[src/rtl/slink_bist_tx.sv]
// slink_bist_tx: BIST packet generator for the S-Link application TX interface.
// Generates sop/data_id/word_count/app_data/valid packets whose payload, word
// count sweep and data-ID sweep match the BIST RX checker, with optional
// single-bit error injection.
//
// Payload pattern select encodings (swi_bist_mode_payload):
//   4'd0 = 1010 (0xAA), 4'd1 = 1100 (0xCC), 4'd2 = 1111_0000 (0xF0),
//   4'd3 = COUNT (byte index), anything else = 0xD0.

// Two-flop synchroniser with asynchronous active-high reset.
module slink_demet_reset (
    input  logic clk,
    input  logic reset,
    input  logic sig_in,
    output logic sig_out
);

    logic meta_q;
    logic sync_q;

    // Double-register the asynchronous input into the clk domain.
    always_ff @(posedge clk or posedge reset) begin
        if (reset) begin
            meta_q <= 1'b0;
            sync_q <= 1'b0;
        end else begin
            meta_q <= sig_in;
            sync_q <= meta_q;
        end
    end

    assign sig_out = sync_q;

endmodule

module slink_bist_tx #(
    parameter int APP_DATA_WIDTH = 32,
    parameter int APP_DATA_BYTES = APP_DATA_WIDTH >> 3
) (
    input  logic                      clk,
    input  logic                      reset,
    input  logic                      swi_bist_en,
    input  logic                      swi_bist_reset,
    input  logic                      swi_bist_err_inject,
    input  logic [3:0]                swi_bist_mode_payload,
    input  logic                      swi_bist_mode_wc,
    input  logic [15:0]               swi_bist_wc_min,
    input  logic [15:0]               swi_bist_wc_max,
    input  logic                      swi_bist_mode_di,
    input  logic [7:0]                swi_bist_di_min,
    input  logic [7:0]                swi_bist_di_max,
    output logic                      bist_active,
    output logic [15:0]               bist_pkt_count,
    output logic                      sop,
    output logic [7:0]                data_id,
    output logic [15:0]               word_count,
    output logic [APP_DATA_WIDTH-1:0] app_data,
    output logic                      valid,
    input  logic                      advance
);

    localparam logic [3:0]  BIST_PAYLOAD_1010      = 4'd0;
    localparam logic [3:0]  BIST_PAYLOAD_1100      = 4'd1;
    localparam logic [3:0]  BIST_PAYLOAD_1111_0000 = 4'd2;
    localparam logic [3:0]  BIST_PAYLOAD_COUNT     = 4'd3;
    localparam logic [16:0] BEAT_BYTES             = 17'(APP_DATA_BYTES);

    typedef enum logic [1:0] {
        ST_IDLE,
        ST_SOP,
        ST_PAYLOAD
    } state_t;

    // Synchronised control inputs
    logic en_sync;
    logic rst_sync;
    logic inj_sync;

    slink_demet_reset u_demet_en (
        .clk     (clk),
        .reset   (reset),
        .sig_in  (swi_bist_en),
        .sig_out (en_sync)
    );

    slink_demet_reset u_demet_rst (
        .clk     (clk),
        .reset   (reset),
        .sig_in  (swi_bist_reset),
        .sig_out (rst_sync)
    );

    slink_demet_reset u_demet_inj (
        .clk     (clk),
        .reset   (reset),
        .sig_in  (swi_bist_err_inject),
        .sig_out (inj_sync)
    );

    // State and registered outputs
    state_t                    state_q, state_d;
    logic                      sop_q, sop_d;
    logic                      valid_q, valid_d;
    logic [7:0]                data_id_q, data_id_d;
    logic [15:0]               word_count_q, word_count_d;
    logic [APP_DATA_WIDTH-1:0] app_data_q, app_data_d;
    logic                      active_q, active_d;
    logic [15:0]               pkt_count_q, pkt_count_d;
    logic [15:0]               wc_q, wc_d;
    logic [7:0]                di_q, di_d;
    logic [16:0]               byte_cnt_q, byte_cnt_d;
    logic                      inj_prev_q, inj_prev_d;
    logic                      inj_pend_q, inj_pend_d;
    logic                      inj_beat_q, inj_beat_d;

    // Combinational helpers
    logic                      run_ok;
    logic                      xfer;
    logic                      inj_edge;
    logic                      inj_clr;
    logic                      pend_eff;
    logic                      pkt_done;
    logic                      load_sop;
    logic                      load_pl;
    logic [15:0]               sop_wc;
    logic [7:0]                sop_di;
    logic [16:0]               pl_start;
    logic [16:0]               cnt_nxt;
    logic [15:0]               wc_next;
    logic [7:0]                di_next;
    logic [APP_DATA_WIDTH-1:0] pl_data;

    // Pattern for one beat starting at byte index start; bytes past wc are zero.
    function automatic logic [APP_DATA_WIDTH-1:0] beat_data(
        input logic [16:0] start,
        input logic [15:0] wc,
        input logic [3:0]  mode
    );
        logic [APP_DATA_WIDTH-1:0] d;
        logic [16:0]               k;
        logic [7:0]                b;
        d = '0;
        for (int unsigned j = 0; j < APP_DATA_BYTES; j++) begin
            k = start + 17'(j);
            case (mode)
                BIST_PAYLOAD_1010:      b = 8'hAA;
                BIST_PAYLOAD_1100:      b = 8'hCC;
                BIST_PAYLOAD_1111_0000: b = 8'hF0;
                BIST_PAYLOAD_COUNT:     b = k[7:0];
                default:                b = 8'hD0;
            endcase
            if (k < {1'b0, wc}) begin
                d[j*8 +: 8] = b;
            end
        end
        return d;
    endfunction

    // Next-state, next-beat, sweep tracking and error-injection logic.
    // The pending inject flag is only released when the beat that carried the
    // flipped bit is actually transferred, so stalls cannot lose the error.
    always_comb begin
        state_d      = state_q;
        sop_d        = sop_q;
        valid_d      = valid_q;
        data_id_d    = data_id_q;
        word_count_d = word_count_q;
        app_data_d   = app_data_q;
        pkt_count_d  = pkt_count_q;
        wc_d         = wc_q;
        di_d         = di_q;
        byte_cnt_d   = byte_cnt_q;
        inj_beat_d   = inj_beat_q;
        inj_prev_d   = inj_sync;

        run_ok   = en_sync & ~rst_sync;
        xfer     = valid_q & advance;
        inj_edge = inj_sync & ~inj_prev_q;
        inj_clr  = xfer & (state_q == ST_PAYLOAD) & inj_beat_q;
        pend_eff = inj_pend_q & ~inj_clr;
        pkt_done = 1'b0;
        load_sop = 1'b0;
        load_pl  = 1'b0;
        sop_wc   = wc_q;
        sop_di   = di_q;
        pl_start = byte_cnt_q;
        cnt_nxt  = byte_cnt_q + BEAT_BYTES;
        pl_data  = '0;

        wc_next = wc_q;
        if (swi_bist_mode_wc) begin
            wc_next = (wc_q == swi_bist_wc_max) ? swi_bist_wc_min : wc_q + 16'd1;
        end
        di_next = di_q;
        if (swi_bist_mode_di) begin
            di_next = (di_q == swi_bist_di_max) ? swi_bist_di_min : di_q + 8'd1;
        end

        unique case (state_q)
            ST_IDLE: begin
                if (run_ok) begin
                    wc_d     = swi_bist_wc_min;
                    di_d     = swi_bist_di_min;
                    sop_wc   = swi_bist_wc_min;
                    sop_di   = swi_bist_di_min;
                    load_sop = 1'b1;
                end
            end
            ST_SOP: begin
                if (xfer) begin
                    byte_cnt_d = BEAT_BYTES;
                    if (BEAT_BYTES >= {1'b0, word_count_q}) begin
                        pkt_done = 1'b1;
                    end else begin
                        load_pl  = 1'b1;
                        pl_start = BEAT_BYTES;
                    end
                end
            end
            ST_PAYLOAD: begin
                if (xfer) begin
                    byte_cnt_d = cnt_nxt;
                    if (cnt_nxt >= {1'b0, word_count_q}) begin
                        pkt_done = 1'b1;
                    end else begin
                        load_pl  = 1'b1;
                        pl_start = cnt_nxt;
                    end
                end
            end
            default: begin
                state_d = ST_IDLE;
            end
        endcase

        if (pkt_done) begin
            if (pkt_count_q != 16'hFFFF) begin
                pkt_count_d = pkt_count_q + 16'd1;
            end
            wc_d = wc_next;
            di_d = di_next;
            if (run_ok) begin
                sop_wc   = wc_next;
                sop_di   = di_next;
                load_sop = 1'b1;
            end else begin
                state_d    = ST_IDLE;
                sop_d      = 1'b0;
                valid_d    = 1'b0;
                app_data_d = '0;
                inj_beat_d = 1'b0;
            end
        end

        if (load_sop) begin
            state_d      = ST_SOP;
            sop_d        = 1'b1;
            valid_d      = 1'b1;
            data_id_d    = sop_di;
            word_count_d = sop_wc;
            app_data_d   = beat_data(17'd0, sop_wc, swi_bist_mode_payload);
            inj_beat_d   = 1'b0;
        end

        if (load_pl) begin
            pl_data    = beat_data(pl_start, word_count_q, swi_bist_mode_payload);
            pl_data[0] = pl_data[0] ^ pend_eff;
            state_d    = ST_PAYLOAD;
            sop_d      = 1'b0;
            valid_d    = 1'b1;
            app_data_d = pl_data;
            inj_beat_d = pend_eff;
        end

        inj_pend_d = pend_eff | inj_edge;

        if (rst_sync) begin
            pkt_count_d = '0;
        end

        active_d = (state_d != ST_IDLE);
    end

    // Register state, outputs, trackers and inject bookkeeping.
    always_ff @(posedge clk or posedge reset) begin
        if (reset) begin
            state_q      <= ST_IDLE;
            sop_q        <= 1'b0;
            valid_q      <= 1'b0;
            data_id_q    <= '0;
            word_count_q <= '0;
            app_data_q   <= '0;
            active_q     <= 1'b0;
            pkt_count_q  <= '0;
            wc_q         <= '0;
            di_q         <= '0;
            byte_cnt_q   <= '0;
            inj_prev_q   <= 1'b0;
            inj_pend_q   <= 1'b0;
            inj_beat_q   <= 1'b0;
        end else begin
            state_q      <= state_d;
            sop_q        <= sop_d;
            valid_q      <= valid_d;
            data_id_q    <= data_id_d;
            word_count_q <= word_count_d;
            app_data_q   <= app_data_d;
            active_q     <= active_d;
            pkt_count_q  <= pkt_count_d;
            wc_q         <= wc_d;
            di_q         <= di_d;
            byte_cnt_q   <= byte_cnt_d;
            inj_prev_q   <= inj_prev_d;
            inj_pend_q   <= inj_pend_d;
            inj_beat_q   <= inj_beat_d;
        end
    end

    assign bist_active    = active_q;
    assign bist_pkt_count = pkt_count_q;
    assign sop            = sop_q;
    assign data_id        = data_id_q;
    assign word_count     = word_count_q;
    assign app_data       = app_data_q;
    assign valid          = valid_q;

endmodule

[config.mk]
export PLATFORM = sky130hd
export DESIGN_NAME = slink_bist_tx
export DESIGN_NICKNAME = d
export VERILOG_FILES = /design/src/rtl/slink_bist_tx.sv
export SDC_FILE = /design/constraint.sdc
export NUM_CORES = 1
export LEC_CHECK = 0
export CORE_MARGIN = 1.5
export CORE_UTILIZATION = 40
export DETAILED_ROUTE_END_ITERATION = 16
export PLACE_DENSITY_LB_ADDON = 0.12
export SETUP_SLACK_MARGIN = 0.02
export SYNTH_ARGS = -nofsm -noshare
export SYNTH_HDL_FRONTEND = slang
export SYNTH_SLANG_ARGS = --single-unit
export TNS_END_PERCENT = 30
[constraint.sdc]
create_clock -name clk -period 16 [get_ports clk]
set_input_delay 3.2 -clock clk [delete_from_list [all_inputs] [get_ports clk]]
set_output_delay 3.2 -clock clk [all_outputs]
set_load 0.02 [all_outputs]
==> results.cfg <==
[power]
ir_drop_uv = 57.59
p_per_area_nw_per_um2 = 71.41
p_total_w = 0.0008140
pwr-share-seq = 0.398
p_sw_w = 0.0001971
power.leakage_nw = 4.938
intPower_w = 0.0006170
combPwrFrac = 0.068
switching_share = 0.2421
power.share.clock = 0.534

[global_routing]
grt_pass1_vias = 8557
grt_start_max_net_pins = 81
overflow = 0
antenna_found_initial = 0
grt_usage = 0.2597
grt_pass1_wl_um = 48560

[synthesis]
synth_top_area_share = 0.3385
synth_area_um2 = 9241
synth_common_cells = nand2_1 (128), dfrtp_1 (125), nor2_1 (94)
yosysSeqAreaShare = 0.3385
synth_edf_count = 0
ys_top_cells_by_area = dfrtp_1 (34%), ha_1 (8.4%), nand2_1 (5.2%), o21ai_0 (3.8%), nor2_1 (3.8%)
ys_ff_latch = 125
synthFlopType = dfrtp_1
avgSynthCellArea_um2 = 8.341
synth.most_common_cell = nand2_1
ys_warn_count = 0
synthArstFlopShare = 1.000
synth_largest_area_cell = dfrtp_1
netlist_instances = 1108
ys_types = 78

[routing]
antenna_left = 0
viasPerCell = 6.016
drt_drc_violations_left = 0
post_drt_wl_per_cell_um = 20.26
drt_iter0_drc = 769
drt_wl_total_um = 30490
dr.pass1.iters = 7
num_vias = 9054

[critical_path]
cp_max_fo = 7
worst-setup-path-type = input port to flip-flop
end_kind = flip-flop
cp.required_ps = 16330
critPathArrivalTime_ps = 7630
startpoint_type = input port

[cells_and_area]
fillers = 2205
nNetsFinal = 1329
antenna_cells = 0
area.growth.synth_to_final_pct = 23.36
drive_above_1_share = 0.05164

[floorplan]
start_util = 0.4082
ios = 135
die-width_um = 155
core_um2 = 22640
num_rows = 55
die_y_um = 155
die_area_um2 = 24030

[cts]
hold_buffers = 0
clk_path_buf_depth = 2
numCtsBuffers = 17
cts-root-buf = clkbuf_16
cts_setup_buffers = 0
clock_latency_ps = 430
htree_levels = 4
cts_tree = built
numClockSinks = 125
path_clk_slew_ps = 60
cts-resized-gates = 0

[run]
maxCapViolations = 0

[sta]
rsz0062_at_grt = no
fmax_mhz = 136.9
worst_pin_slew_ps = 1144
setup_viol = 0
drv_slew = 0
min_period_ps = 7303
hold_viol = 0
timing.hold.ws_ps = 350.0
fin_crit_sh = 0.4564
skew_ps = 13.08
fin_setup_tns_ps = 0
relSlewSlack = 0.2342

[outcome]
status = finished, final reports clean

[place]
gp_congestion = 0.9716
io_buffers = 134
post-dp-hpwl_um = 22420

[worst_hold_path]
hold_class = flip-flop to flip-flop
## cells by family after synthesis
group	after synthesis	share of synthesized area
and+or+nand+nor	392	0.2017
AOI/OAI and AO/OA	337	0.2470
DFF	125	0.3385
buffers and inverters	106	0.04522
xor gates and xnor gates	64	0.06065
adders and majority gates	62	0.08394
muxes	20	0.02220
other	2	0.0008127
## critical path, cell delays in order
cell and delay (ps):
clkdlybuf4s50_1 560, nand2_1 140, a21oi_1 400, nand2_1 220
nand2_1 110, o21ai_0 70, nand2_1 110, nand2_1 100
ha_1 350, ha_1 280, o21a_1 160, o21ai_0 260
a21oi_1 120, o21a_1 170, o21ai_0 170, a211oi_1 120
o31ai_1 210, a21oi_1 140, nand2b_1 300, or3_1 360
o311ai_1 90
## cell type report
| type | count | area, µm² | share of cell area |
|---|---|---|---|
| well taps | 285 | 356.6 | 0.03128 |
| inverters | 41 | 156.4 | 0.01372 |
| clock inverters | 12 | 182.7 | 0.01602 |
| clock buffers | 20 | 456.7 | 0.04006 |
| repair buffers | 144 | 1416 | 0.1242 |
| flip-flops and latches | 125 | 3128 | 0.2744 |
| multi-input cells | 878 | 5703 | 0.5003 |
## metrics by stage
stage | cells | cell area, µm² | util | setup slack [ps]
floorplan | 1109 | 9245 | - | 9472
global placement | 1473 | 10760 | 0.4753 | 8502
detailed placement | 1473 | 10760 | 0.4753 | 8345
CTS | 1505 | 11400 | 0.5035 | 8779
global route | 1505 | 11400 | 0.5035 | 8192
finish | 1505 | 11400 | 0.5035 | 8697
## power groups by stage
stage               combinational [W]  sequential (W)  clock, W
CTS                         0.0000555        0.000324  0.000440
global placement            0.0000552        0.000330         0
global route                0.0000600        0.000325  0.000453
detailed placement          0.0000554        0.000330         0
floorplan                   0.0000209        0.000332         0
finish                      0.0000551        0.000324  0.000435
## path summary, 6_finish.rpt
kind,start,end,slack [ps],cells after the start
setup / recovery,advance,app_data[9],8700,21
hold / removal,u_demet_inj.meta_q,u_demet_inj.sig_out,350,0
setup reg to reg,byte_cnt_q[2],app_data[9],8890,30
hold reg to reg,u_demet_inj.meta_q,u_demet_inj.sig_out,350,0
max in group asynchronous,reset,app_data[21],11320,3
min in group asynchronous,reset,u_demet_rst.meta_q,3210,2
## cells in the final DEF, fill, tap and decap left out, types with 7 or more instances in the layout
cell and count:
and3_1 22, nor4_1 12, a21o_1 18, inv_1 39, o22ai_1 9, buf_4 10
a221o_1 12, nor2b_1 10, o21ai_0 71, xnor2_1 29, or3_1 7, o31ai_1 16
o221ai_1 12, mux2i_1 16, xor2_1 35, nand2_1 128, a21boi_0 14, clkdlybuf4s50_1 134
nor3_1 15, dfrtp_1 125, clkbuf_16 17, a31oi_1 19, nand2b_1 7, o21ai_1 13
a22o_1 13, o211ai_1 10, ha_1 62, nor2_1 94, o21a_1 13, nand4_1 16
nand3_1 51, a21oi_1 60
## flip-flops by register name, indices dropped and copies added, names as in the netlist, 2 cells and up
| name | count |
|---|---|
| app_data | 32 |
| di_q | 8 |
| bist_pkt_count | 16 |
| state_q | 2 |
| wc_q | 16 |
| word_count | 16 |
| byte_cnt_q | 15 |
| data_id | 8 |
## metal layers
layer	share of wire	routed length [µm]	up-vias	track usage
met2	0.45	13850	413	0.4089
met4	0.029	870	0	0.08745
li1	-	-	4238	-
met5	0	0	-	0
met1	0.44	13530	4332	0.3572
met3	0.073	2236	71	0.05014
No activity file was read; power rests on OpenSTA's default activity.
